**config.mk**
```make
export PLATFORM = sky130hd
export DESIGN_NAME = imem_loader
export DESIGN_NICKNAME = d
export VERILOG_FILES = /design/src/rtl/imem_loader.sv
export SDC_FILE = /design/constraint.sdc
export NUM_CORES = 1
export LEC_CHECK = 0
export ABC_AREA = 1
export CAP_MARGIN = 20
export CORE_MARGIN = 2
export CORE_UTILIZATION = 52
export DETAILED_ROUTE_END_ITERATION = 6
export PLACE_DENSITY = 0.87
export SLEW_MARGIN = 20
export SYNTH_ARGS = -nofsm -noshare
export SYNTH_HDL_FRONTEND = slang
export SYNTH_SLANG_ARGS = --single-unit
```
**constraint.sdc**
```tcl
create_clock -name clk -period 2.9 [get_ports clk]
set_input_delay 0.58 -clock clk [delete_from_list [all_inputs] [get_ports clk]]
set_output_delay 0.58 -clock clk [all_outputs]
set_load 0.005 [all_outputs]
```
**src/rtl/imem_loader.sv**
```systemverilog
// Loads a valid/ready stream of machine-code words into the instruction memory,
// holds the core in reset while loading, then runs it until cpu_done re-arms the loader.
module imem_loader #(
   parameter int DATA_W    = 9,
   parameter int ADDR_W    = 10,
   parameter int DEPTH     = 1024,
   parameter int START_CYC = 2
) (
   input  logic              clk,
   input  logic              reset,
   input  logic              in_valid,
   input  logic [DATA_W-1:0] in_data,
   input  logic              in_last,
   output logic              in_ready,
   output logic              mem_wr_en,
   output logic [ADDR_W-1:0] mem_wr_addr,
   output logic [DATA_W-1:0] mem_wr_data,
   output logic              cpu_start,
   input  logic              cpu_done,
   output logic [ADDR_W:0]   prog_len,
   output logic              busy,
   output logic              err_ovf
);

   localparam int CNT_W = $clog2(START_CYC + 2);

   typedef enum logic [2:0] {IDLE, LOAD, START, RUN, ERR} state_t;

   state_t            state_reg, state_next;
   logic [ADDR_W-1:0] wr_ptr_reg, wr_ptr_next;
   logic [CNT_W-1:0]  cnt_reg, cnt_next;
   logic [ADDR_W:0]   prog_len_next;
   logic              err_next;
   logic              wr_en_next;
   logic              accept;

   assign accept = in_valid & in_ready;

   always_comb begin
      state_next    = state_reg;
      wr_ptr_next   = wr_ptr_reg;
      cnt_next      = cnt_reg;
      prog_len_next = prog_len;
      err_next      = err_ovf;
      wr_en_next    = 1'b0;
      case (state_reg)
         IDLE, LOAD: begin
            if (accept) begin
               wr_en_next  = 1'b1;
               wr_ptr_next = wr_ptr_reg + 1'b1;
               if (in_last) begin
                  prog_len_next = (ADDR_W+1)'(wr_ptr_reg) + (ADDR_W+1)'(1);
                  cnt_next      = '0;
                  state_next    = START;
               end else if (wr_ptr_reg == ADDR_W'(DEPTH - 1)) begin
                  err_next   = 1'b1;
                  state_next = ERR;
               end else begin
                  state_next = LOAD;
               end
            end
         end
         // cnt_reg==0 is the cycle of the final write; hold START_CYC more cycles
         START: begin
            if (cnt_reg == CNT_W'(START_CYC)) begin
               cnt_next   = '0;
               state_next = RUN;
            end else begin
               cnt_next = cnt_reg + 1'b1;
            end
         end
         // cnt_reg==0 marks the first RUN cycle, where cpu_done may still be stale
         RUN: begin
            cnt_next = CNT_W'(1);
            if (cnt_reg != '0 && cpu_done) begin
               wr_ptr_next = '0;
               state_next  = IDLE;
            end
         end
         default: ;
      endcase
   end

   always_ff @(posedge clk) begin
      if (reset) begin
         state_reg   <= IDLE;
         wr_ptr_reg  <= '0;
         cnt_reg     <= '0;
         in_ready    <= 1'b0;
         mem_wr_en   <= 1'b0;
         mem_wr_addr <= '0;
         mem_wr_data <= '0;
         cpu_start   <= 1'b1;
         prog_len    <= '0;
         busy        <= 1'b0;
         err_ovf     <= 1'b0;
      end else begin
         state_reg  <= state_next;
         wr_ptr_reg <= wr_ptr_next;
         cnt_reg    <= cnt_next;
         in_ready   <= (state_next == IDLE) || (state_next == LOAD);
         mem_wr_en  <= wr_en_next;
         if (wr_en_next) begin
            mem_wr_addr <= wr_ptr_reg;
            mem_wr_data <= in_data;
         end
         cpu_start <= (state_next != RUN);
         prog_len  <= prog_len_next;
         busy      <= (state_next == LOAD) || (state_next == START) || (state_next == RUN);
         err_ovf   <= err_next;
      end
   end

endmodule
```
==> impl_metrics.toml <==
[placement]
gp_congestion = 0.855
placed_cells = 353
portBuffers = 48
dp_slack_ns = 0.751
hpwlAfterDp_mm = 3.10
placed_cell_area_um2 = 2530

[setup_path]
r2r_start = "wr_ptr_reg[0]"
crit_path_start = "in_valid"
path_max_fanout = 19
endpoint = "prog_len[6]"
worstSetupPathType = "in2reg"
worstPathArrival_ns = 2.03
critPathLaunchType = "primary input"
rrSetupSlack_ns = 1.26
worst_r2r_endpoint = "in_ready"
cp-end-kind = "flip-flop"
r2r_cells = 7
cp_data_required_time_ns = 3.09

[finish]
final_cells = 360
layout-drive-gt1-share_pct = 6.09
final_util_pct = 69.7
design_area_um2 = 2610
mostFrequentLayoutCells = "53 x nor2_1, 50 x dfxtp_1, 48 x clkdlybuf4s50_1"
synthToLayoutAreaGrowth_pct = 26.9
largest_reg_flops = 11
mostFrequentLayoutCell = "nor2_1"
layout.nets = 327
num_antenna_cells = 0
fillers = 318

[cts]
cts.repair.resized = 0
clock-root-buffer = "clkbuf_8"
cts_setup_buffers = 0
htree_num_levels = 2
holdBufCountCts = 0
cts_tree = "built"
clockBufferDepth = 2
cts_made_buffers = 5
cts.sinks = 50
clk_pin_slew_worst_paths_ns = 0.08
clock_latency_ns = 0.30

[synthesis]
syn_inst = 266
synth_cell_type_count = 31
ys_seq_area_share_pct = 48.7
synthSimpleGateAreaFrac_pct = 26.5
syn-cell-area_um2 = 2060
synth_top_family_by_area = "simple AND/OR/NAND/NOR gates"
synthAdderAreaFrac_pct = 0.609
yosys-mux-area-fraction_pct = 0
synth_xor_area_share_pct = 2.13
synth_compound_area_share_pct = 14.6
synth.avg_cell_area_um2 = 7.73
synth_edf_count = 0
ys_ff_latch = 50
syn_nets = 281
synth_ff_type = "dfxtp_1"
yosysWarningCount = 0
async_flop_share_pct = 0

[timing]
setup_tns_ns = 0
rsz0062_at_grt = "no"
final.min_clock_period_ns = 1.83
relSlewSlack_pct = 51.1
max_clock_freq_mhz = 546
worst_slew_pin_slew_ns = 0.733
fin_crit_sh_pct = 63.2
report.final.setup_viol = 0
hold_viol = 0
maxSlewViolCount = 0
worst_slack_ns = 1.07
skew_ns = 0.00406

[power_and_ir_drop]
p_seq_share_pct = 57.6
p_switching_mw = 0.309
p_int_mw = 0.979
ir_drop_mv = 0.269
leakage_nw = 0.991
power_frac_clock_pct = 28.9
p_comb_share_pct = 13.5
pwr_density_cell_nw_per_um2 = 494
p_sw_share_pct = 24.0

[grt]
grt_pass1_vias = 1660
grt_use_total_pct = 22.0
grt.overflow.total = 0
grt_max_degree = 31
grt_first_pass_wirelength_mm = 7.30
antenna_found_initial = 0

[route]
drt_iter0_drc = 87
wl_per_cell_um = 12.0
drt-total-wl_mm = 4.32
drcViolationCount = 0
num_vias = 1833
drtPass1Iterations = 4
avgViaCountPerCell = 5.09
drtAntennaViolNets = 0

[floorplanning]
boundaryPins = 49
num_rows = 22
die_area_um2 = 4470
fp.dieH_um = 66.9
initial_core_util_pct = 54.9
dieWidth_um = 66.9
core_area_um2 = 3740

[hold_path]
hold_path.class = "reg2reg"

[job]
drv_cap = 0

[run_status]
outcome = "complete, no violations"
==> cell type report <==
type	count	area (um2)	share of cell area (%)
Sequential cell	50	1000	38.4
Multi-Input combinational cell	185	902	34.6
Clock buffer	7	76.3	2.93
Inverter	21	81.3	3.12
Timing Repair Buffer	49	488	18.7
Tap cell	48	60.1	2.30
==> kinds of logic (layout without fill, tap and decap cells) <==
logic type,after synthesis,count (layout)
AO/OA/AOI/OAI,57,57
XOR/XNOR,5,5
adder cells (fa/ha/maj),1,1
buffers and inverters,31,77
flip-flops,50,50
AND/OR/NAND/NOR,122,122
==> cell usage after synthesis (2+ instances only) <==
cell type | instances | area [um2]
nor2_2 | 2 | 12.5
xor2_1 | 3 | 26.3
inv_1 | 19 | 71.3
a211oi_1 | 3 | 22.5
nand2_2 | 3 | 18.8
nor2_4 | 2 | 22.5
xnor2_1 | 2 | 17.5
nor2_1 | 53 | 199
clkbuf_1 | 6 | 22.5
dfxtp_1 | 50 | 1000
o21ai_0 | 29 | 145
nand3_1 | 11 | 55.1
buf_8 | 2 | 30.0
nor3_1 | 2 | 10.0
nand2_1 | 43 | 161
a21oi_1 | 19 | 95.1
o21ai_1 | 3 | 15.0
==> power by group through the flow <==
stage / Sequential, mW / Clock [mW] / Combinational (mW)
after floorplan: 0.758 / 0 / 0.0877
after global placement: 0.757 / 0 / 0.171
after detailed placement: 0.758 / 0 / 0.174
after CTS: 0.742 / 0.380 / 0.175
after global routing: 0.747 / 0.408 / 0.193
final: 0.742 / 0.372 / 0.174
==> worst min path at each step <==
| stage | endpoint | depth (start not counted) | from | slack, ns |
|---|---|---|---|---|
| 2_1_floorplan | err_ovf | 2 | err_ovf | 0.45 |
| 3_3_place_gp | err_ovf | 2 | err_ovf | 0.44 |
| 3_5_place_dp | err_ovf | 2 | err_ovf | 0.45 |
| 4_1_cts | err_ovf | 2 | err_ovf | 0.46 |
| 5_1_grt | err_ovf | 2 | err_ovf | 0.49 |
| 6_report | err_ovf | 2 | err_ovf | 0.46 |
==> critical path, cell delays in order <==
cell	delay, ns
clkdlybuf4s50_1	0.53
nand3_4	0.23
nor2_8	0.28
inv_1	0.14
o21ai_0	0.19
inv_1	0.06
==> metrics by stage <==
stage	hold WS, ns	power [mW]
global route	0.490	1.35
finish	0.464	1.29
CTS	0.462	1.30
global placement	0.440	0.928
detailed placement	0.446	0.932
floorplan	0.447	0.845
==> per-layer routing <==
metal	share of wire, %	GRT usage, %	up-vias	routed length [um]
li1	-	-	956	-
met1	45	27.1	799	1930
met4	2.4	8.93	0	102
met3	7.7	6.42	9	334
met5	0	0	-	0
met2	45	35.9	69	1950
(Power assumes the default switching activity.)
